===== config.mk =====
export PLATFORM = sky130hd
export DESIGN_NAME = tdm_multiplexer_flat
export DESIGN_NICKNAME = d
export VERILOG_FILES = /design/src/rtl/tdm_multiplexer_if.sv /design/src/rtl/tdm_multiplexer.sv /design/src/flat_wrapper.sv
export SDC_FILE = /design/constraint.sdc
export NUM_CORES = 1
export LEC_CHECK = 0
export CORE_AREA = 2 2 56 58
export DETAILED_ROUTE_END_ITERATION = 8
export DIE_AREA = 0 0 58 60
export SLEW_MARGIN = 20
export SYNTH_ARGS = -nofsm -noshare
export SYNTH_HDL_FRONTEND = slang
export SYNTH_SLANG_ARGS = --single-unit

===== constraint.sdc =====
create_clock -name clk -period 3 [get_ports clk]
set_input_delay 0.9 -clock clk [delete_from_list [all_inputs] [get_ports clk]]
set_output_delay 0.9 -clock clk [all_outputs]
set_load 0.03 [all_outputs]

===== src/rtl/tdm_multiplexer_if.sv =====
// Signal bundle for the 8-channel TDM serializer: frame request and channel data in,
// serialized slot bit, slot index and frame status out.
interface tdm_multiplexer_if;
    logic start;
    logic d0, d1, d2, d3, d4, d5, d6, d7;
    logic out;
    logic s0, s1, s2;
    logic valid;
    logic busy;
    logic done;
    logic par_slot;

    modport master (
        output start, d0, d1, d2, d3, d4, d5, d6, d7,
        input  out, s0, s1, s2, valid, busy, done, par_slot
    );

    modport slave (
        input  start, d0, d1, d2, d3, d4, d5, d6, d7,
        output out, s0, s1, s2, valid, busy, done, par_slot
    );
endinterface


===== src/rtl/tdm_multiplexer.sv =====
// 8-channel TDM serializer: latches d7..d0 on start, emits one bit per slot held HOLD_CYCLES clocks.
// Optional trailing parity slot compiled in with macro TDM_PARITY_EN.
module tdm_multiplexer #(
    parameter int HOLD_CYCLES = 1
) (
    input  logic              clk,
    input  logic              reset,
    tdm_multiplexer_if.slave  bus
);
    typedef enum logic [1:0] {IDLE, SEND, PAR, DONE} state_t;

    localparam logic [3:0] HOLD_LAST = 4'(HOLD_CYCLES - 1);

    state_t     state, state_n;
    logic [7:0] frame, frame_n;
    logic [2:0] slot, slot_n;
    logic [3:0] hold, hold_n;
    logic [7:0] d_in;
    logic       hold_end;

    logic       out_q, valid_q, busy_q, done_q;
    logic [2:0] s_q;
    logic       out_n, valid_n, busy_n, done_n;
    logic [2:0] s_n;

    assign d_in     = {bus.d7, bus.d6, bus.d5, bus.d4, bus.d3, bus.d2, bus.d1, bus.d0};
    assign hold_end = (hold == HOLD_LAST);

    always_ff @(posedge clk or posedge reset) begin
        if (reset) begin
            state <= IDLE;
            frame <= '0;
            slot  <= '0;
            hold  <= '0;
        end else begin
            state <= state_n;
            frame <= frame_n;
            slot  <= slot_n;
            hold  <= hold_n;
        end
    end

    always_comb begin
        state_n = state;
        frame_n = frame;
        slot_n  = slot;
        hold_n  = hold;
        case (state)
            IDLE: begin
                if (bus.start) begin
                    frame_n = d_in;
                    slot_n  = '0;
                    hold_n  = '0;
                    state_n = SEND;
                end
            end
            SEND: begin
                if (hold_end) begin
                    hold_n = '0;
                    slot_n = slot + 3'd1;   // wraps to 0 after slot 7
                    if (slot == 3'd7) begin
`ifdef TDM_PARITY_EN
                        state_n = PAR;
`else
                        state_n = DONE;
`endif
                    end
                end else begin
                    hold_n = hold + 4'd1;
                end
            end
`ifdef TDM_PARITY_EN
            PAR: begin
                if (hold_end) begin
                    hold_n  = '0;
                    state_n = DONE;
                end else begin
                    hold_n = hold + 4'd1;
                end
            end
`endif
            DONE:    state_n = IDLE;
            default: state_n = IDLE;
        endcase
    end

    // Outputs are decoded from the next state and registered, so they change on the same
    // edge as the state and no input reaches an output combinationally.
    always_comb begin
        out_n   = 1'b0;
        s_n     = 3'b000;
        valid_n = 1'b0;
        busy_n  = 1'b0;
        done_n  = 1'b0;
        case (state_n)
            SEND: begin
                out_n   = frame_n[slot_n];
                s_n     = slot_n;
                valid_n = 1'b1;
                busy_n  = 1'b1;
            end
`ifdef TDM_PARITY_EN
            PAR: begin
                out_n  = ^frame_n;
                busy_n = 1'b1;
            end
`endif
            DONE: begin
                done_n = 1'b1;
                busy_n = 1'b1;
            end
            default: ;
        endcase
    end

    always_ff @(posedge clk or posedge reset) begin
        if (reset) begin
            out_q   <= 1'b0;
            s_q     <= 3'b000;
            valid_q <= 1'b0;
            busy_q  <= 1'b0;
            done_q  <= 1'b0;
        end else begin
            out_q   <= out_n;
            s_q     <= s_n;
            valid_q <= valid_n;
            busy_q  <= busy_n;
            done_q  <= done_n;
        end
    end

`ifdef TDM_PARITY_EN
    logic par_q;
    always_ff @(posedge clk or posedge reset) begin
        if (reset) par_q <= 1'b0;
        else       par_q <= (state_n == PAR);
    end
    assign bus.par_slot = par_q;
`else
    assign bus.par_slot = 1'b0;
`endif

    assign bus.out   = out_q;
    assign bus.s0    = s_q[0];
    assign bus.s1    = s_q[1];
    assign bus.s2    = s_q[2];
    assign bus.valid = valid_q;
    assign bus.busy  = busy_q;
    assign bus.done  = done_q;
endmodule


===== src/flat_wrapper.sv =====
// flat-port wrapper written by rule: the top's interface ports become plain ports
module tdm_multiplexer_flat 
#(
    parameter int HOLD_CYCLES = 1
)
  (clk, reset, bus_start, bus_d0, bus_d1, bus_d2, bus_d3, bus_d4, bus_d5, bus_d6, bus_d7, bus_out, bus_s0, bus_s1, bus_s2, bus_valid, bus_busy, bus_done, bus_par_slot);
  tdm_multiplexer_if bus_i ();
  input  logic clk;
  input  logic reset;
  input wire logic [$bits(bus_i.start)-1:0] bus_start;
  input wire logic [$bits(bus_i.d0)-1:0] bus_d0;
  input wire logic [$bits(bus_i.d1)-1:0] bus_d1;
  input wire logic [$bits(bus_i.d2)-1:0] bus_d2;
  input wire logic [$bits(bus_i.d3)-1:0] bus_d3;
  input wire logic [$bits(bus_i.d4)-1:0] bus_d4;
  input wire logic [$bits(bus_i.d5)-1:0] bus_d5;
  input wire logic [$bits(bus_i.d6)-1:0] bus_d6;
  input wire logic [$bits(bus_i.d7)-1:0] bus_d7;
  output wire logic [$bits(bus_i.out)-1:0] bus_out;
  output wire logic [$bits(bus_i.s0)-1:0] bus_s0;
  output wire logic [$bits(bus_i.s1)-1:0] bus_s1;
  output wire logic [$bits(bus_i.s2)-1:0] bus_s2;
  output wire logic [$bits(bus_i.valid)-1:0] bus_valid;
  output wire logic [$bits(bus_i.busy)-1:0] bus_busy;
  output wire logic [$bits(bus_i.done)-1:0] bus_done;
  output wire logic [$bits(bus_i.par_slot)-1:0] bus_par_slot;
  assign bus_i.start = bus_start;
  assign bus_i.d0 = bus_d0;
  assign bus_i.d1 = bus_d1;
  assign bus_i.d2 = bus_d2;
  assign bus_i.d3 = bus_d3;
  assign bus_i.d4 = bus_d4;
  assign bus_i.d5 = bus_d5;
  assign bus_i.d6 = bus_d6;
  assign bus_i.d7 = bus_d7;
  assign bus_out = bus_i.out;
  assign bus_s0 = bus_i.s0;
  assign bus_s1 = bus_i.s1;
  assign bus_s2 = bus_i.s2;
  assign bus_valid = bus_i.valid;
  assign bus_busy = bus_i.busy;
  assign bus_done = bus_i.done;
  assign bus_par_slot = bus_i.par_slot;
  tdm_multiplexer #(.HOLD_CYCLES(HOLD_CYCLES)) u_core (.clk(clk), .reset(reset), .bus(bus_i));
endmodule

# [Word level (Yosys, flattened, before mapping)]
# Index checks and enable logic that the tools add are counted.
[word_totals] latch_bits=0 n_memories=0 mem_bits_ro=0 ramBits=0 word_cells=41 output_inout_bits=8 register_bits=24
[classes] eq_ne=5 n_bitwise=0 magnitude_cmp=1 muxes=19 n_mul=0 n_reduce_logical=5 div=0 add_sub_neg=2 shift=0
[ops] operator="8-bit 2-to-1 mux" n=2
[ops] operator="3-bit 2-to-1 mux" n=3
[ops] operator="4-bit 2-to-1 mux" n=2
[ops] operator="4-bit one-hot mux with 2 select lines" n=1
[ops] operator="2-bit 2-to-1 mux" n=3
[ops] operator="3-bit one-hot mux with 2 select lines" n=1
[ops] operator="1-bit 2-to-1 mux" n=5
[ops] operator="4-bit by 1-bit adder with 4-bit output, second input constant" n=1
[ops] operator="2-bit by 1-bit == test with 1-bit output, second input constant" n=2
[ops] operator="4-bit zero test" n=1
[ops] operator="3-bit by 4-bit less-than comparator with 1-bit output, second input constant" n=1
[ops] operator="2-bit one-hot mux with 2 select lines" n=1
[ops] operator="3-bit by 1-bit adder with 3-bit output, second input constant" n=1
[ops] operator="1-bit binary-select mux with 3-bit select" n=1
[ops] operator="3-bit == test, second input constant" n=1
[ops] operator="2-bit == test, second input constant" n=1
[ops] operator="2-bit zero test" n=1
[ops] operator="2-bit != test, second input constant" n=1
[ops] operator="2-bit AND reduction" n=1
[ops] operator="2-bit nonzero test" n=1
[ops] operator="2-bit OR reduction" n=1

# [Longest topological paths before layout]
# Gate-level depths: netlist (run 1).
[logic_depth] depth_word=7 depth_mapped=8 ltp_nobuf=8

# [Worst setup path before layout (run 1)]
# No wires, ideal clock.
[synth_timing] path_type="input to register" start="in bus_start" end="reg u_core.out_q (netlist: u_core.bus.out)" n_path_buf=1 slack_ns=0.850 setup_ns=0.080 stages=6 arrival_ns=2.071 path_cell_list="nor3b_1 > clkbuf_8 > nor3b_1 > a21oi_1 > mux2_2 > o22ai_2"
[synth_via] elab_chain_len=5
[synth_lines] element="start, declared" line="flat_wrapper.sv:10" text="input wire logic [$bits(bus_i.start)-1:0] bus_start;"
[synth_lines] element="3-bit 2-to-1 mux or 8-bit 2-to-1 mux (tied branches)" line="tdm_multiplexer.sv:50" text="if (bus.start) begin"
[synth_lines] element="3-bit one-hot mux with 2 select lines or 8-bit 2-to-1 mux (tied branches)" line="tdm_multiplexer.sv:48" text="case (state)"
[synth_lines] element="1-bit binary-select mux with 3-bit select" line="tdm_multiplexer.sv:97" text="out_n = frame_n[slot_n];"
[synth_lines] element="1-bit 2-to-1 mux (not written as such)" line="tdm_multiplexer.sv:97"
[synth_lines] element="1-bit 2-to-1 mux (*)" line="tdm_multiplexer.sv:95" text="case (state_n)"
[synth_lines] element="via u_core.out_n" line="tdm_multiplexer.sv:23" text="logic out_n, valid_n, busy_n, done_n;"
[synth_lines] element="end signal, assigned" line="tdm_multiplexer.sv:124" text="out_q <= out_n;"
[synth_lines] element="end, declared" line="tdm_multiplexer.sv:21" text="logic out_q, valid_q, busy_q, done_q;"
# The timed path passes the listed nets; every way through them passes the cells marked *. The select of a mux whose other input is x is not followed.
# A chain may end at the register's enable or synchronous reset.

# [Final worst setup path (run 1)]
# Same ends and word-level chain as after synthesis.

==> summary.md, run 1 <==
| Metric | Value |
|---|---|
| Comb power frac | `0.451` |
| CTS Hold Bufs | `0` |
| Final Power | `about 1.4 mW` |
| Syn avg cell area | `11.9 um2` |
| Ant diodes | `0` |
| Critical Path End Type | `register` |
| R2r setup slk | `between 0.6 and 0.7 ns` |
| # Post-CTS Setup Buffers | `0` |
| Post-synthesis xor/xnor area fraction | `0` |
| Worst r2r src | `u_core.hold[0]` |
| Vias in the first global route | `743` |
| Critical path's most frequent cell | `nor3b_1` |
| Hold slack | `0.513 ns` |
| Die outline width | `58 um` |
| Pin count of the biggest net entering global routing | `25` |
| Status | `finished clean` |
| Row Count | `20` |
| CP required | `about 3.3 ns` |
| Synth warn | `0` |
| First-pass DRT Iterations | `2` |
| Boundary pin count | `19` |
| Iter 0 DRT Violations | `17` |
| Starting Density | `0.381` |
| Clock buffer depth | `2` |
| Clock skew | `roughly 0.0096 ns` |
| Fin. Hold Viols | `0` |
| Clock power frac | `0.169` |
| Max frequency | `approximately 400 MHz` |
| Synth Area in Compound Gates | `0.0781` |
| Register area share after synthesis | `0.544` |
| Setup crit start kind | `input pin` |
| Via-to-Cell Ratio | `approximately 5.0` |
| Layout area overhead | `23.3%` |
| Main combinational cell family by area after synthesis | `multiplexers` |
| Die H | `~60 um` |
| Clock root cell | `clkbuf_4` |
| Critical path type | `in2reg` |
| Synth Area in Adders | `0.0453` |
| HP Start | `u_core.frame[7]` |
| WL final | `1.87 mm` |
| Post-Synthesis Cell Area | `1100 um2` |
| DP Wirelength | `roughly 1.4 mm` |
| Critical path fanouts, max | `10` |
| Worst reg2reg path endpoint | `u_core.bus.out` |
| Setup TNS | `0 ns` |
| Cts repair resizes | `0` |
| Post-Synth Simple-Gate Area | `0.135` |
| Initial antenna violation count | `0` |
| CTS tree | `built` |
| Sw Ratio | `0.346` |
| Remaining DRCs | `0` |
| Synth Instances | `93` |
| Clock sink count | `24` |
| H-tree depth | `1` |
| Internal power | `0.889 mW` |
| DRT antenna net count | `0` |
| Power per standard cell area | `between 900 and 1000 nW/um2` |
| Reg2reg path depth | `8` |
| Routed WL per cell | `12.7 um` |
| RSZ-0062 raised after global routing | `false` |
| Leakage power | `0.631 nW` |
| Largest stage delay on the critical path | `roughly 0.47 ns` |
| Clk_lat worst skew | `0.32 ns` |
| Max-Cap Viols | `0` |
| Syn Nets | `108` |
| Total gr overflow | `0` |
| Reg power frac | `0.380` |
| Core Area | `around 2900 um2` |
| NetSw | `between 0.4 and 0.5 mW` |
| Final-report max-slew violation count | `0` |
| First-pass GRT wire length | `approximately 3.1 mm` |
| Share of cells above drive strength 1 | `0.193` |
| # port buffers | `17` |
| Worst min-delay path category | `reg2reg` |
| Setup-failing EPs final | `0` |
| Worst Hold Depth | `1` |
| Nets | `130` |
| All-Layer GR Usage | `0.118` |
| Peak VDD IR | `0.000446 V` |
| Vias | `around 740` |
| Die ar. | `between 3000 and 4000 um2` |
| CP Cell Sequence | `clkdlybuf4s50_1, nor3b_1, buf_4, nor3b_1, a21oi_1, mux2_2, o22ai_2` |
| Slowest CP cell | `clkdlybuf4s50_1` |
| Final Util | `0.469` |
| Synthesis-stage register bit count | `24` |
| Hold EP | `u_core.frame[7]` |
| GPL Wtd Cong | `between 0.6 and 0.7` |
| Unique masters post-synth | `27` |
| Num CTS Buffers | `3` |
| CP arrival | `between 2 and 3 ns` |
| Clk slew on worst S/H paths | `0.13 ns` |
| Min cycle time layout | `roughly 2.4 ns` |
| Post-synthesis mux area share | `0.148` |
| Final Cycle Share | `0.810` |
## routing by layer
metal / vias to the layer above / share of wire / GRT usage
li1: 361 / - / -
met1: 361 / 0.43 / 0.127
met2: 15 / 0.50 / 0.211
met3: 4 / 0.048 / 0.0325
met4: 0 / 0.013 / 0.0598
met5: - / 0 / 0
## cells in the mapped netlist
master     count  area (um2)
a21oi_1        2        10.0
o21bai_1       1        7.51
mux2_2        11         124
dfrtp_1       24         601
a31oi_1        1        6.26
nor2b_1        1        6.26
ha_1           4        50.1
or2b_2         1        8.76
buf_4          1        7.51
nand2b_1       2        12.5
nor3b_1        3        22.5
or3b_4         1        11.3
o21ai_0        7        35.0
a2bb2oi_1      1        8.76
nand2_4        1        11.3
and3_1         2        12.5
or3_4          1        11.3
clkbuf_8       1        13.8
nand4_1        1        6.26
inv_1          8        30.0
mux2i_1        4        40.0
conb_1         1        3.75
o22ai_2        1        12.5
nor2_1         3        11.3
o22ai_1        1        6.26
nand2_1        8        30.0
nand3_1        1        5.00
## worst max path at each step
stage,from,endpoint,slack (ns),cells after the start
2_1_floorplan,bus_start,u_core.bus.out,0.85,6
3_3_place_gp,bus_start,u_core.bus.out,0.26,7
3_5_place_dp,bus_start,u_core.bus.out,0.24,7
4_1_cts,bus_start,u_core.bus.out,0.57,7
5_1_grt,u_core.hold[0],u_core.bus.out,0.49,8
6_report,bus_start,u_core.bus.out,0.57,7
## cell families after synthesis
group | after synthesis
and+or+nand+nor | 25
DFF | 24
muxes | 15
AOI/OAI and AO/OA | 14
buffers and inverters | 10
adders and majority gates | 4
other | 1
## flip-flops by register name, summed over array words and instances, names as in the netlist
name              cells
u_core.bus.busy       1
u_core.bus.done       1
u_core.bus.out        1
u_core.bus.valid      1
u_core.frame          8
u_core.hold           4
u_core.s_q            3
u_core.slot           3
u_core.state          2
## stage by stage
stage	area, um2	instances	setup WS, ns
finish	1360	147	0.571
global placement	1310	143	0.263
floorplan	1100	93	0.850
global route	1360	147	0.487
CTS	1360	147	0.574
detailed placement	1310	143	0.245
## worst max-delay path: cells and delay by family
family          cells  cell delay, ns
simple gates        2            0.28
buf+inv             2            0.69
compound gates      2            0.42
mux                 1            0.39
## power by group through the flow
stage / Clock [mW] / Sequential, mW / Combinational (mW)
floorplan: 0 / 0.562 / 0.421
global placement: 0 / 0.518 / 0.605
detailed placement: 0 / 0.525 / 0.625
CTS: 0.237 / 0.520 / 0.627
global route: 0.254 / 0.532 / 0.687
finish: 0.230 / 0.517 / 0.613
## placed cells by master, fill, tap and decap left out, drive strengths merged, types with 2 or more instances in the layout
cell / synthesis / final
inv: 8 / 8
o22ai: 2 / 2
nand2b: 2 / 2
mux2: 11 / 11
nor2: 3 / 3
buf: 1 / 2
clkbuf: 1 / 3
o21ai: 7 / 7
nor3b: 3 / 3
dfrtp: 24 / 24
a21oi: 2 / 2
and3: 2 / 2
mux2i: 4 / 4
nand2: 9 / 9
ha: 4 / 4
clkdlybuf4s50: 0 / 17
## final cells by class
cell class	instances	area, um2
Clock inverter	1	30.0
Clock buffer	3	22.5
Sequential cell	24	601
Tap cell	33	41.3
Inverter	8	30.0
Timing Repair Buffer	19	185
Fill cell	283	1540
Multi-Input combinational cell	59	453
Power figures use the tool's default switching activity.
==> inputs of run 2 (changes only) <==
Clock period 3 ns to 2.45 ns, I/O delays scaled along.
==> summary.md, run 2 (synthesis gave the netlist of run 1 again) <==
| Metric | Value |
|---|---|
| Status | `finished clean` |
| Min cycle time layout | `around 2.2 ns` |
| Biggest regs | `u_core.frame (8), u_core.hold (4)` |
| Vias | `734 (-0.94%)` |
| Boundary pin count | `19 (unchanged)` |
| Clock skew | `0.00375 ns (-0.00581 ns)` |
| Clock buffer depth | `2 (unchanged)` |
| Most common cell after layout, fill and taps aside | `dfrtp_1` |
| GPL Wtd Cong | `0.671 (+0.93%)` |
| Leakage power | `0.646 nW (+2.4%)` |
| # Post-CTS Setup Buffers | `0 (unchanged)` |
| Critical path fanouts, max | `10 (unchanged)` |
| Clk_lat worst skew | `0.31 ns (about the same)` |
| Max frequency | `about 450 MHz` |
| DP Wirelength | `1.37 mm (-3.0%)` |
| Setup WS post-layout | `0.223 ns (-0.348 ns)` |
| CTS tree | `built` |
| First-pass DRT Iterations | `4 (+2)` |
| Routed WL per cell | `12.2 um (-4.0%)` |
| Die outline width | `58 um (unchanged)` |
| H-tree depth | `1 (unchanged)` |
| Final Util | `0.477 (+0.00776)` |
| Initial antenna violation count | `0 (unchanged)` |
| Most frequent cells in the layout | `dfrtp_1, clkdlybuf4s50_1, mux2_2, inv_1, nand2_1` |
| Max reg flops | `8 (unchanged)` |
| Crit path buf inv count | `2 (unchanged)` |
| Pin count of the biggest net entering global routing | `25 (unchanged)` |
| RSZ-0062 raised after global routing | `false` |
| Critical Path End Type | `register` |
| Critical path's most frequent cell | `nor3b_1` |
| Die ar. | `3480 um2 (unchanged)` |
| Fin. Hold Viols | `0 (unchanged)` |
| Final Cycle Share | `0.909` |
| WL final | `1.83 mm (-2.0%)` |
| CP top delay family | `buffers and inverters` |
| Place WS | `-0.121 ns (-0.366 ns)` |
| Setup TNS | `0 ns (unchanged)` |
| Final-report max-slew violation count | `0 (unchanged)` |
| Ant diodes | `0 (unchanged)` |
| Peak VDD IR | `0.000640 V (+44%)` |
| Grt met1 use | `0.137 (+0.00939)` |
| # port buffers | `17 (unchanged)` |
| DRT antenna net count | `0 (unchanged)` |
| Total gr overflow | `0 (unchanged)` |
| Starting Density | `0.381 (unchanged)` |
| Cts repair resizes | `0 (unchanged)` |
| Met3 Usage GRT | `0.0303 (-0.00216)` |
| Worst min-delay path category | `reg2reg` |
| Die H | `60 um (unchanged)` |
| Placed insts | `146 (+2.1%)` |
| Clk slew on worst S/H paths | `0.13 ns (about the same)` |
| Via-to-Cell Ratio | `4.89 (-2.9%)` |
| CP Cell Sequence | `clkdlybuf4s50_1, nor3b_1, buf_4, nor3b_1, a21oi_1, mux2_2, o22ai_2` |
| CTS Hold Bufs | `0 (unchanged)` |
| Final cell count without fillers | `150 (+2.0%)` |
| Clock root cell | `clkbuf_4` |
| Critical path type | `in2reg` |
| Biggest register | `u_core.frame` |
| Largest stage delay on the critical path | `0.47 ns (about the same)` |
| Core Area | `2900 um2 (unchanged)` |
| Met2 GRT Util | `0.226 (+0.0146)` |
| CP arrival | `2.48 ns (-0.20 ns)` |
| Remaining DRCs | `0 (unchanged)` |
| Nets | `133 (+2.3%)` |
| GRT busiest layer | `met2` |
| Fin area | `1390 um2 (+1.7%)` |
| Max-Cap Viols | `0 (unchanged)` |
| Final Power | `1.69 mW (+24%)` |
| Share of cells above drive strength 1 | `0.214 (+0.0207)` |
| Layout fillers | `291 (+2.8%)` |
| Iter 0 DRT Violations | `1 (-16)` |
| Power per standard cell area | `1220 nW/um2 (+22%)` |
| Layout area overhead | `25.4%` |
| Slowest CP cell | `clkdlybuf4s50_1` |
| Clock sink count | `24 (unchanged)` |
| First-pass GRT wire length | `3.28 mm (+7.2%)` |
| All-Layer GR Usage | `0.127 (+0.00961)` |
| Setup crit start kind | `input pin` |
| Setup-failing EPs final | `0 (unchanged)` |
| Num CTS Buffers | `3 (unchanged)` |
| Vias in the first global route | `790 (+6.3%)` |
| CP required | `2.70 ns (-0.55 ns)` |
| Hold slack | `0.515 ns (+0.00185 ns)` |
| DP Area | `1330 um2 (+1.7%)` |
| Row Count | `20 (unchanged)` |
## run 2: final timing paths
| path | endpoint | slack (ns) | start | cells after the start |
|---|---|---|---|---|
| max in group asynchronous | u_core.frame[2] | 1.47 | reset | 3 |
| hold / removal | u_core.frame[5] | 0.51 | u_core.frame[5] | 1 |
| hold reg to reg | u_core.frame[5] | 0.51 | u_core.frame[5] | 1 |
| setup / recovery | u_core.bus.out | 0.22 | bus_start | 7 |
| setup reg to reg | u_core.bus.out | 0.34 | u_core.hold[0] | 8 |
| min in group asynchronous | u_core.frame[6] | 0.74 | reset | 3 |
## run 2: layer usage
layer / wire (um) / vias up / share of wire
met2: 898 / 19 / 0.49
met5: 0 / - / 0
met4: 45 / 0 / 0.025
li1: - / 364 / -
met3: 102 / 4 / 0.056
met1: 780 / 347 / 0.43
## run 2: area by class of cell
type,count,area [um2],area share
clock inverter,1,30.0,0.0217
tap,33,41.3,0.0298
clock buffer,3,22.5,0.0163
inverter,8,30.0,0.0217
timing repair buffer,22,208,0.150
sequential,24,601,0.434
multi-input combinational,59,453,0.327
## run 2: where the power goes
part           internal, mW  switching, mW  leakage, nW
Sequential            0.551         0.0816        0.289
Clock                 0.165          0.119       0.0279
Combinational         0.397          0.378        0.329
==> inputs of run 3 (changes only) <==
Settings changed: CTS_BUF_LIST set to sky130_fd_sc_hd__clkbuf_16.
==> summary.md, run 3 (synthesis gave the netlist of run 1 again) <==
| Metric | Value |
|---|---|
| Num CTS Buffers | `3 (unchanged)` |
| Iter 0 DRT Violations | `2 (+1)` |
| Leakage power | `0.670 nW (+3.7%)` |
| Worst reg2reg path endpoint | `u_core.bus.out` |
| Setup-failing EPs final | `0 (unchanged)` |
| Clk_lat worst skew | `0.26 ns (-0.05 ns)` |
| CP arrival | `2.42 ns (-0.06 ns)` |
| Worst Hold Depth | `1 (unchanged)` |
| Nets | `133 (unchanged)` |
| Clock skew | `0.00604 ns (+0.00229 ns)` |
| Slowest CP cell | `clkdlybuf4s50_1` |
| Die outline width | `58 um (unchanged)` |
| Die ar. | `3480 um2 (unchanged)` |
| Worst r2r src | `u_core.hold[0]` |
| Via-to-Cell Ratio | `4.89 (-0.14%)` |
| Hold EP | `u_core.frame[7]` |
| Boundary pin count | `19 (unchanged)` |
| Remaining DRCs | `0 (unchanged)` |
| Fin. Hold Viols | `0 (unchanged)` |
| Worst min-delay path category | `reg2reg` |
| RSZ-0062 raised after global routing | `false` |
| Clock sink count | `24 (unchanged)` |
| Most common cell after layout, fill and taps aside | `dfrtp_1` |
| HP Start | `u_core.frame[7]` |
| Critical path's most frequent cell | `mux2_2` |
| Initial antenna violation count | `0 (unchanged)` |
| Ant diodes | `0 (unchanged)` |
| Max frequency | `440 MHz (-2.1%)` |
| Total gr overflow | `0 (unchanged)` |
| # port buffers | `17 (unchanged)` |
| R2r setup slk | `0.35 ns (about the same)` |
| Storage cell area | `601 um2 (unchanged)` |
| Max reg flops | `8 (unchanged)` |
| Biggest register | `u_core.frame` |
| Peak VDD IR | `0.000692 V (+8.0%)` |
| Status | `finished clean` |
| CTS tree | `built` |
| Vias in the first global route | `778 (-1.5%)` |
| Vias | `733 (-0.14%)` |
| Reg2reg path depth | `8 (unchanged)` |
| Core Area | `2900 um2 (unchanged)` |
| H-tree depth | `1 (unchanged)` |
| Routed WL per cell | `12.3 um (+0.93%)` |
| GPL Wtd Cong | `0.671 (unchanged)` |
| First-pass DRT Iterations | `4 (unchanged)` |
| CP Cell Sequence | `clkdlybuf4s50_1, nor3b_1, buf_4, mux2_2, mux2i_1, mux2_2, o22ai_2` |
| DP Wirelength | `1.37 mm (unchanged)` |
| Min cycle time layout | `2.27 ns (+0.0470 ns)` |
| Setup TNS | `0 ns (unchanged)` |
| WL final | `1.84 mm (+0.93%)` |
| Critical path type | `in2reg` |
| Hold slack | `0.501 ns (-0.0135 ns)` |
| Final-report max-slew violation count | `0 (unchanged)` |
| Max-Cap Viols | `0 (unchanged)` |
| Critical Path End Type | `register` |
| First-pass GRT wire length | `3.29 mm (+0.43%)` |
| Clk slew on worst S/H paths | `0.06 ns (-0.07 ns)` |
| Final Power | `1.89 mW (+11%)` |
| All-Layer GR Usage | `0.127 (-0.000343)` |
| Share of cells above drive strength 1 | `0.222 (+0.00855)` |
| DP Area | `1330 um2 (unchanged)` |
| Layout area overhead | `30.5%` |
| Pin count of the biggest net entering global routing | `25 (unchanged)` |
| Power per standard cell area | `1310 nW/um2 (+7.1%)` |
| CP required | `2.59 ns (-0.11 ns)` |
| Fin area | `1440 um2 (+4.1%)` |
| Biggest regs | `u_core.frame (8), u_core.hold (4)` |
| Most frequent cells in the layout | `dfrtp_1, clkdlybuf4s50_1, mux2_2, inv_1, nand2_1` |
| Final Cycle Share | `0.928 (+0.0192)` |
| Setup crit start kind | `input pin` |
| Starting Density | `0.381 (unchanged)` |
| Multi-input combinational cell area | `457 um2 (+0.83%)` |
| Clock buffer depth | `2 (unchanged)` |
| Row Count | `20 (unchanged)` |
| Critical path fanouts, max | `10 (unchanged)` |
| Clock root cell | `clkbuf_16` |
| Layout fillers | `283 (-2.7%)` |
| DRT antenna net count | `0 (unchanged)` |
| Largest stage delay on the critical path | `0.47 ns (about the same)` |
| Die H | `60 um (unchanged)` |
[run 3: how the worst max path moves through the flow]
stage          slack [ns]      startpoint        endpoint
6_report             0.18       bus_start  u_core.bus.out
5_1_grt              0.04       bus_start  u_core.bus.out
4_1_cts              0.14       bus_start  u_core.bus.out
3_5_place_dp        -0.12       bus_start  u_core.bus.out
3_3_place_gp        -0.12       bus_start  u_core.bus.out
2_1_floorplan        0.32  u_core.hold[0]  u_core.bus.out
[run 3: power breakdown]
group	switching [mW]	internal [mW]	leakage, nW
Combinational	0.387	0.403	0.329
Clock	0.138	0.325	0.0511
Sequential	0.0815	0.554	0.289
Total	0.606	1.28	0.670
[run 3: critical path, delay by kind of cell]
family / cells / cell delay [ns]
buffers and inverters: 2 / 0.70
muxes: 3 / 0.69
and+or+nand+nor: 1 / 0.22
AOI/OAI and AO/OA: 1 / 0.07
[run 3: stage by stage]
step	util	worst slack, ns	cells
finish	0.497	0.176	150
global route	0.497	0.0395	150
CTS	0.495	0.136	150
detailed placement	0.459	-0.121	146
global placement	0.459	-0.122	146
floorplan	-	0.321	93
[run 3: timing repair]
action / 4_1_cts / 5_1_grt
buffers inserted: 0 / 0
endpoints found under the hold margin: 0 / 0
gates resized for setup: 0 / 1
hold buffers: 0 / 0
endpoints found under the setup margin: 0 / 1
[run 3: final cells by class]
class                   count  area share
repair buffers             22       0.144
clock buffers               3      0.0521
flip-flops and latches     24       0.417
inverters                   8      0.0208
multi-input cells          59       0.317
clock inverters             1      0.0208
well taps                  33      0.0286
[run 3: metal layers]
metal | vias to the layer above | track usage | routed length [um]
met4 | 0 | 0.0598 | 10
met2 | 15 | 0.231 | 942
met1 | 354 | 0.140 | 803
met5 | - | 0 | 0
li1 | 362 | - | -
met3 | 2 | 0.0303 | 89
